$ cat config.mk
export PLATFORM = sky130hd
export DESIGN_NAME = fetch_unit
export DESIGN_NICKNAME = d
export VERILOG_FILES = /design/src/rtl/fetch_pkg.sv /design/src/rtl/fetch_queue.sv /design/src/rtl/fetch_unit.sv
export SDC_FILE = /design/constraint.sdc
export NUM_CORES = 1
export LEC_CHECK = 0
export ABC_AREA = 1
export BUFFER_PORTS_ARGS = -buffer_cell sky130_fd_sc_hd__buf_4
export CAP_MARGIN = 20
export CORE_AREA = 2 2 159 114
export CTS_CLUSTER_DIAMETER = 40
export DETAILED_ROUTE_END_ITERATION = 12
export DIE_AREA = 0 0 161 116
export PLACE_DENSITY = 0.8
export REMOVE_ABC_BUFFERS = 1
export SLEW_MARGIN = 20
export SYNTH_ARGS = -nofsm -noshare
export SYNTH_HDL_FRONTEND = slang
export SYNTH_HIERARCHICAL = 1
export SYNTH_SLANG_ARGS = --single-unit
$ cat constraint.sdc
create_clock -name clk -period 4.4 [get_ports clk]
set_input_delay 0.44 -clock clk [delete_from_list [all_inputs] [get_ports clk]]
set_output_delay 0.44 -clock clk [all_outputs]
set_load 0.02 [all_outputs]
$ cat src/rtl/fetch_pkg.sv
// Shared types and constants for the instruction-fetch stage.
package fetch_pkg;
  localparam int          DEPTH_DEF = 2;
  localparam logic [31:0] PC_STEP   = 32'd4;

  typedef enum logic [1:0] {S_BOOT, S_REQ, S_WAIT, S_DRAIN} fetch_state_t;

  typedef struct packed {
    logic [31:0] pc;
    logic [31:0] instr;
  } fetch_entry_t;
endpackage

$ cat src/rtl/fetch_queue.sv
// Small ring-buffer FIFO of fetched {pc, instr} pairs; flush dominates push.
module fetch_queue import fetch_pkg::*; #(
  parameter int DEPTH = DEPTH_DEF,
  parameter int CW    = $clog2(DEPTH + 1)
) (
  input  logic          clk,
  input  logic          reset,
  input  logic          push,
  input  logic          pop,
  input  logic          flush,
  input  fetch_entry_t  din,
  output fetch_entry_t  head,
  output logic          valid,
  output logic [CW-1:0] count
);
  localparam int PW = (DEPTH > 1) ? $clog2(DEPTH) : 1;

  fetch_entry_t [DEPTH-1:0] mem;
  logic [PW-1:0] rd_ptr, wr_ptr;
  logic do_push, do_pop;

  function automatic logic [PW-1:0] inc(input logic [PW-1:0] p);
    return (p == PW'(DEPTH - 1)) ? '0 : p + 1'b1;
  endfunction

  assign do_pop  = pop && (count != '0);
  assign do_push = push && ((count != CW'(DEPTH)) || do_pop);
  assign valid   = (count != '0);
  assign head    = mem[rd_ptr];

  always_ff @(posedge clk or posedge reset) begin
    if (reset) begin
      mem    <= '0;
      rd_ptr <= '0;
      wr_ptr <= '0;
      count  <= '0;
    end else if (flush) begin
      rd_ptr <= '0;
      wr_ptr <= '0;
      count  <= '0;
    end else begin
      if (do_push) begin
        mem[wr_ptr] <= din;
        wr_ptr      <= inc(wr_ptr);
      end
      if (do_pop) rd_ptr <= inc(rd_ptr);
      if (do_push && !do_pop)      count <= count + 1'b1;
      else if (do_pop && !do_push) count <= count - 1'b1;
    end
  end
endmodule

$ cat src/rtl/fetch_unit.sv
// Instruction-fetch stage: one outstanding imem request, PC control, and a
// small decode-side queue; EX redirects flush the queue and squash responses.
module fetch_unit import fetch_pkg::*; #(
  parameter int DEPTH = DEPTH_DEF
) (
  input  logic        clk,
  input  logic        reset,
  input  logic [31:0] pc_in,
  output logic [31:0] next_pc,
  output logic        hold_pc,
  output logic        imem_req_valid,
  output logic [31:0] imem_req_addr,
  input  logic        imem_req_ready,
  input  logic        imem_resp_valid,
  input  logic [31:0] imem_resp_data,
  input  logic        redirect_valid,
  input  logic [31:0] redirect_pc,
  output logic        id_valid,
  output logic [31:0] id_instr,
  output logic [31:0] id_pc,
  input  logic        id_ready
);
  localparam int CW = $clog2(DEPTH + 1);

  fetch_state_t  state, nstate;
  logic [31:0]   req_pc;
  logic [CW-1:0] count;
  logic          hold_c, push, flush;
  fetch_entry_t  head;

  assign imem_req_addr = pc_in;
  assign hold_pc       = reset | hold_c;

  always_ff @(posedge clk or posedge reset) begin
    if (reset) begin
      state  <= S_BOOT;
      req_pc <= '0;
    end else begin
      state <= nstate;
      if (imem_req_valid && imem_req_ready) req_pc <= pc_in;
    end
  end

  always_comb begin
    nstate         = state;
    hold_c         = 1'b1;
    next_pc        = pc_in + PC_STEP;
    imem_req_valid = 1'b0;
    push           = 1'b0;
    flush          = 1'b0;
    case (state)
      S_BOOT: begin
        hold_c = 1'b0;
        nstate = S_REQ;
      end
      S_REQ: begin
        imem_req_valid = (count < CW'(DEPTH)) && !redirect_valid;
        if (imem_req_valid && imem_req_ready) begin
          hold_c = 1'b0;
          nstate = S_WAIT;
        end
      end
      S_WAIT: if (imem_resp_valid) begin
        push   = 1'b1;
        nstate = S_REQ;
      end
      S_DRAIN: if (imem_resp_valid) nstate = S_REQ;
      default: nstate = S_BOOT;
    endcase
    // Redirect wins; a still-pending response must be drained, not queued.
    if (redirect_valid && state != S_BOOT) begin
      next_pc = redirect_pc;
      hold_c  = 1'b0;
      flush   = 1'b1;
      push    = 1'b0;
      nstate  = ((state == S_WAIT || state == S_DRAIN) && !imem_resp_valid) ? S_DRAIN : S_REQ;
    end
  end

  fetch_queue #(.DEPTH(DEPTH), .CW(CW)) u_queue (
    .clk   (clk),
    .reset (reset),
    .push  (push),
    .pop   (id_valid && id_ready),
    .flush (flush),
    .din   ('{pc: req_pc, instr: imem_resp_data}),
    .head  (head),
    .valid (id_valid),
    .count (count)
  );

  assign id_pc    = head.pc;
  assign id_instr = head.instr;

  // S_BOOT may legitimately see the tail of a request cut off by reset.
  a_resp_in_req: assert property (@(posedge clk) disable iff (reset)
    imem_resp_valid |-> state != S_REQ);
endmodule

==> run summary <==
outcome = finished, final reports clean
Via-to-Cell Ratio = 5.03
Max Buffers Root-to-Sink = 2
quantity of I/O buffers inserted on ports = 232
worst-path cell chain = nor2_1 -> nor2_4 -> inv_1 -> nand3_1 -> nand2_1 -> buf_4
final instance area = 0.0112 mm^2
pwr dens = 374 mW/mm^2
Post-CTS Setup Inserts = 0
area delta synth->final = 23.0%
dpl cell area = 0.0106 mm^2
initial core utilization = 53.7%
number of synthesis warnings = 6
Clock transition at path regs = 70 ps
Leak = 6.05 nW
post-synth top area share = 45.5%
worst-margin pin slew = 843 ps
final WL = 23000 um
TritonCTS Sinks = 166
met2 Use GR = 41.4%
vias = 7901
most used flip-flop cell after synthesis = dfrtp_1
Worst setup EP type = primary output
# DRC = 0
DR WL/cell = 14.6 um
#FFs+latches synth = 166
RSZ-0062 raised after global routing = false
worst-case vdd ir drop = 181 uV
GP Congestion = 0.885
initial antenna violation count = 0
die height = 116 um
crit path time final = 2720 ps
WS Path Type = reg2out
Mapped Area = 0.00913 mm^2
achievable frequency = 368 MHz
# diodes = 0
Layout fillers = 1482
CP top delay family = buffers and inverters
MaxCap Viol Count = 0
Placeable Area = 0.0170 mm^2
CTS Hold Bufs = 0
antenna-violating nets left = 0
H-tree depth = 4
number of global-route vias before repair = 7361
Worst Hold Class = in2async
CTS tree = yes
remaining global-route overflow = 0
Final Net Count = 1430
CP max-delay cell = inv_1
largest net degree at the start of global routing = 108
CP arrival = 2280 ps
Final HPWL DP = 15800 um
Final Hold Viols = 0
clk_skew = 8.49 ps
busiest grt layer = met2
share of cells above drive strength 1 = 32.1%
max-slew violations = 0
Post-Syn Instances = 1153
top cells by area, synth = dfrtp_1 (45%), nand2_1 (21%), o21ai_2 (11%)
EDFF count, synth = 0
Num CTS Buffers = 17
synthesized area per cell = 7.92 um^2
GRT Total Usage = 25.4%
Final setup viols = 0
CP max stage delay = 620 ps
critical path peak fanout = 22
global-route wire length before repair = 37300 um
Netlist cell types = 29
CTS Root Buffer Type = clkbuf_16
Core Rows = 40
Req. time, crit path = 3960 ps
M1 GR Usage = 35.4%
Die ar. = 0.0187 mm^2
buffers plus inverters on the worst setup path = 2
slew margin rel. = 43.8%
initial DRC count = 704
Pre-Repair DR Iteration Count = 5
Top Ports = 233
post-synthesis sequential area ratio = 45.5%
area leader, netlist = dfrtp_1
clk_lat worst skew = 420 ps
crit start category = flop
final setup TNS = 0 ps
grt met3 use = 5.44%
asr flop ratio synth = 100%
die width = 161 um
CTS resizes = 0
fin crit share = 61.8%
through the flow:
| stage | hold WS, ps | worst slack [ps] | total power, W | util, % | cells |
|---|---|---|---|---|---|
| after floorplan | 449 | 306 | 0.00230 | - | 1067 |
| after global placement | 462 | 2100 | 0.00269 | 62.5 | 1539 |
| after detailed placement | 465 | 2040 | 0.00272 | 62.5 | 1539 |
| after CTS | 171 | 1650 | 0.00423 | 66.0 | 1571 |
| after global routing | 208 | 1520 | 0.00441 | 66.0 | 1571 |
| final | 164 | 1680 | 0.00420 | 66.0 | 1571 |
placed cells by master (no fill, tap or decap), types with 2 or more instances in the layout:
master / instances
inv_6: 4
nor3_1: 2
clkbuf_8: 2
nor2_2: 6
and2_1: 3
nand2_2: 8
nand2_4: 2
o21ai_1: 21
bufinv_16: 2
buf_4: 239
a21oi_1: 3
o21ai_0: 38
nor2_4: 8
nor2_8: 2
nor2_1: 26
inv_2: 7
o21ai_2: 119
nand2_1: 502
nand3_1: 40
clkinvlp_4: 2
xor2_1: 4
clkbuf_16: 17
clkinv_4: 3
buf_12: 2
dfrtp_1: 165
inv_1: 102
worst paths after layout:
| kind | slack, ps | start | end | depth (start not counted) |
|---|---|---|---|---|
| worst max-delay path | 1680 | state[1] | next_pc[16] | 6 |
| worst min-delay path | 160 | reset | req_pc[0] | 3 |
| worst max register to register | 2020 | u_queue/count[1] | u_queue/mem[92] | 10 |
| worst min register to register | 480 | req_pc[3] | req_pc[3] | 2 |
| max in group asynchronous | 3180 | reset | u_queue/mem[89] | 3 |
| min in group clk | 210 | imem_resp_valid | state[1] | 2 |
cells in the mapped netlist, types with 8 or more instances:
library cell and number:
nand2_1 502, dfrtp_1 166, o21ai_2 119, inv_1 104, nand3_1 40, o21ai_0 38
buf_4 35, nor2_1 26, buf_6 25, o21ai_1 21, clkbuf_1 10, buf_2 9
nand2_2 8
power by group:
| part | internal (W) | total [W] | switching [W] |
|---|---|---|---|
| combinational | 0.000333 | 0.000929 | 0.000596 |
| sequential | 0.00168 | 0.00176 | 0.0000859 |
| clock | 0.000877 | 0.00151 | 0.000630 |
| total | 0.00289 | 0.00420 | 0.00131 |
cells by family after synthesis:
group / count (synthesis) / synth area share [%]
AND/OR/NAND/NOR: 604 / 27.4
adder cells (fa/ha/maj): 1 / 0.137
AO/OA/AOI/OAI: 181 / 14.8
XOR/XNOR: 5 / 0.479
flip-flops: 166 / 45.5
buffers and inverters: 196 / 11.7
flip-flops by register name, indices dropped and copies added (netlist names):
signal          flops
u_queue/wr_ptr      1
state               2
u_queue/rd_ptr      1
u_queue/count       2
req_pc             32
u_queue/mem       128
area by class of cell:
| type | instances | area (um^2) | share of cell area, % |
|---|---|---|---|
| clock inverters | 12 | 144 | 1.28 |
| clock buffers | 20 | 457 | 4.07 |
| inverters | 110 | 418 | 3.72 |
| flip-flops and latches | 166 | 4160 | 37.0 |
| repair buffers | 241 | 1830 | 16.3 |
| multi-input cells | 791 | 3940 | 35.0 |
| well taps | 231 | 289 | 2.57 |
per-layer routing:
metal	up-vias	routed length, um
li1	3899	-
met1	3660	10300
met2	318	10700
met3	24	1720
met4	0	252
met5	-	0
worst register-to-register path, stage by stage, from the launching register on:
cell     delay [ps]
dfrtp_1         430
inv_1            80
nand2_1         140
nand2_1          80
inv_1           110
inv_2            50
nand3_2         150
nand4_4         430
buf_12          440
nand2_1         280
o21ai_2          70
Note: power is estimated with default switching activity, not from simulation.
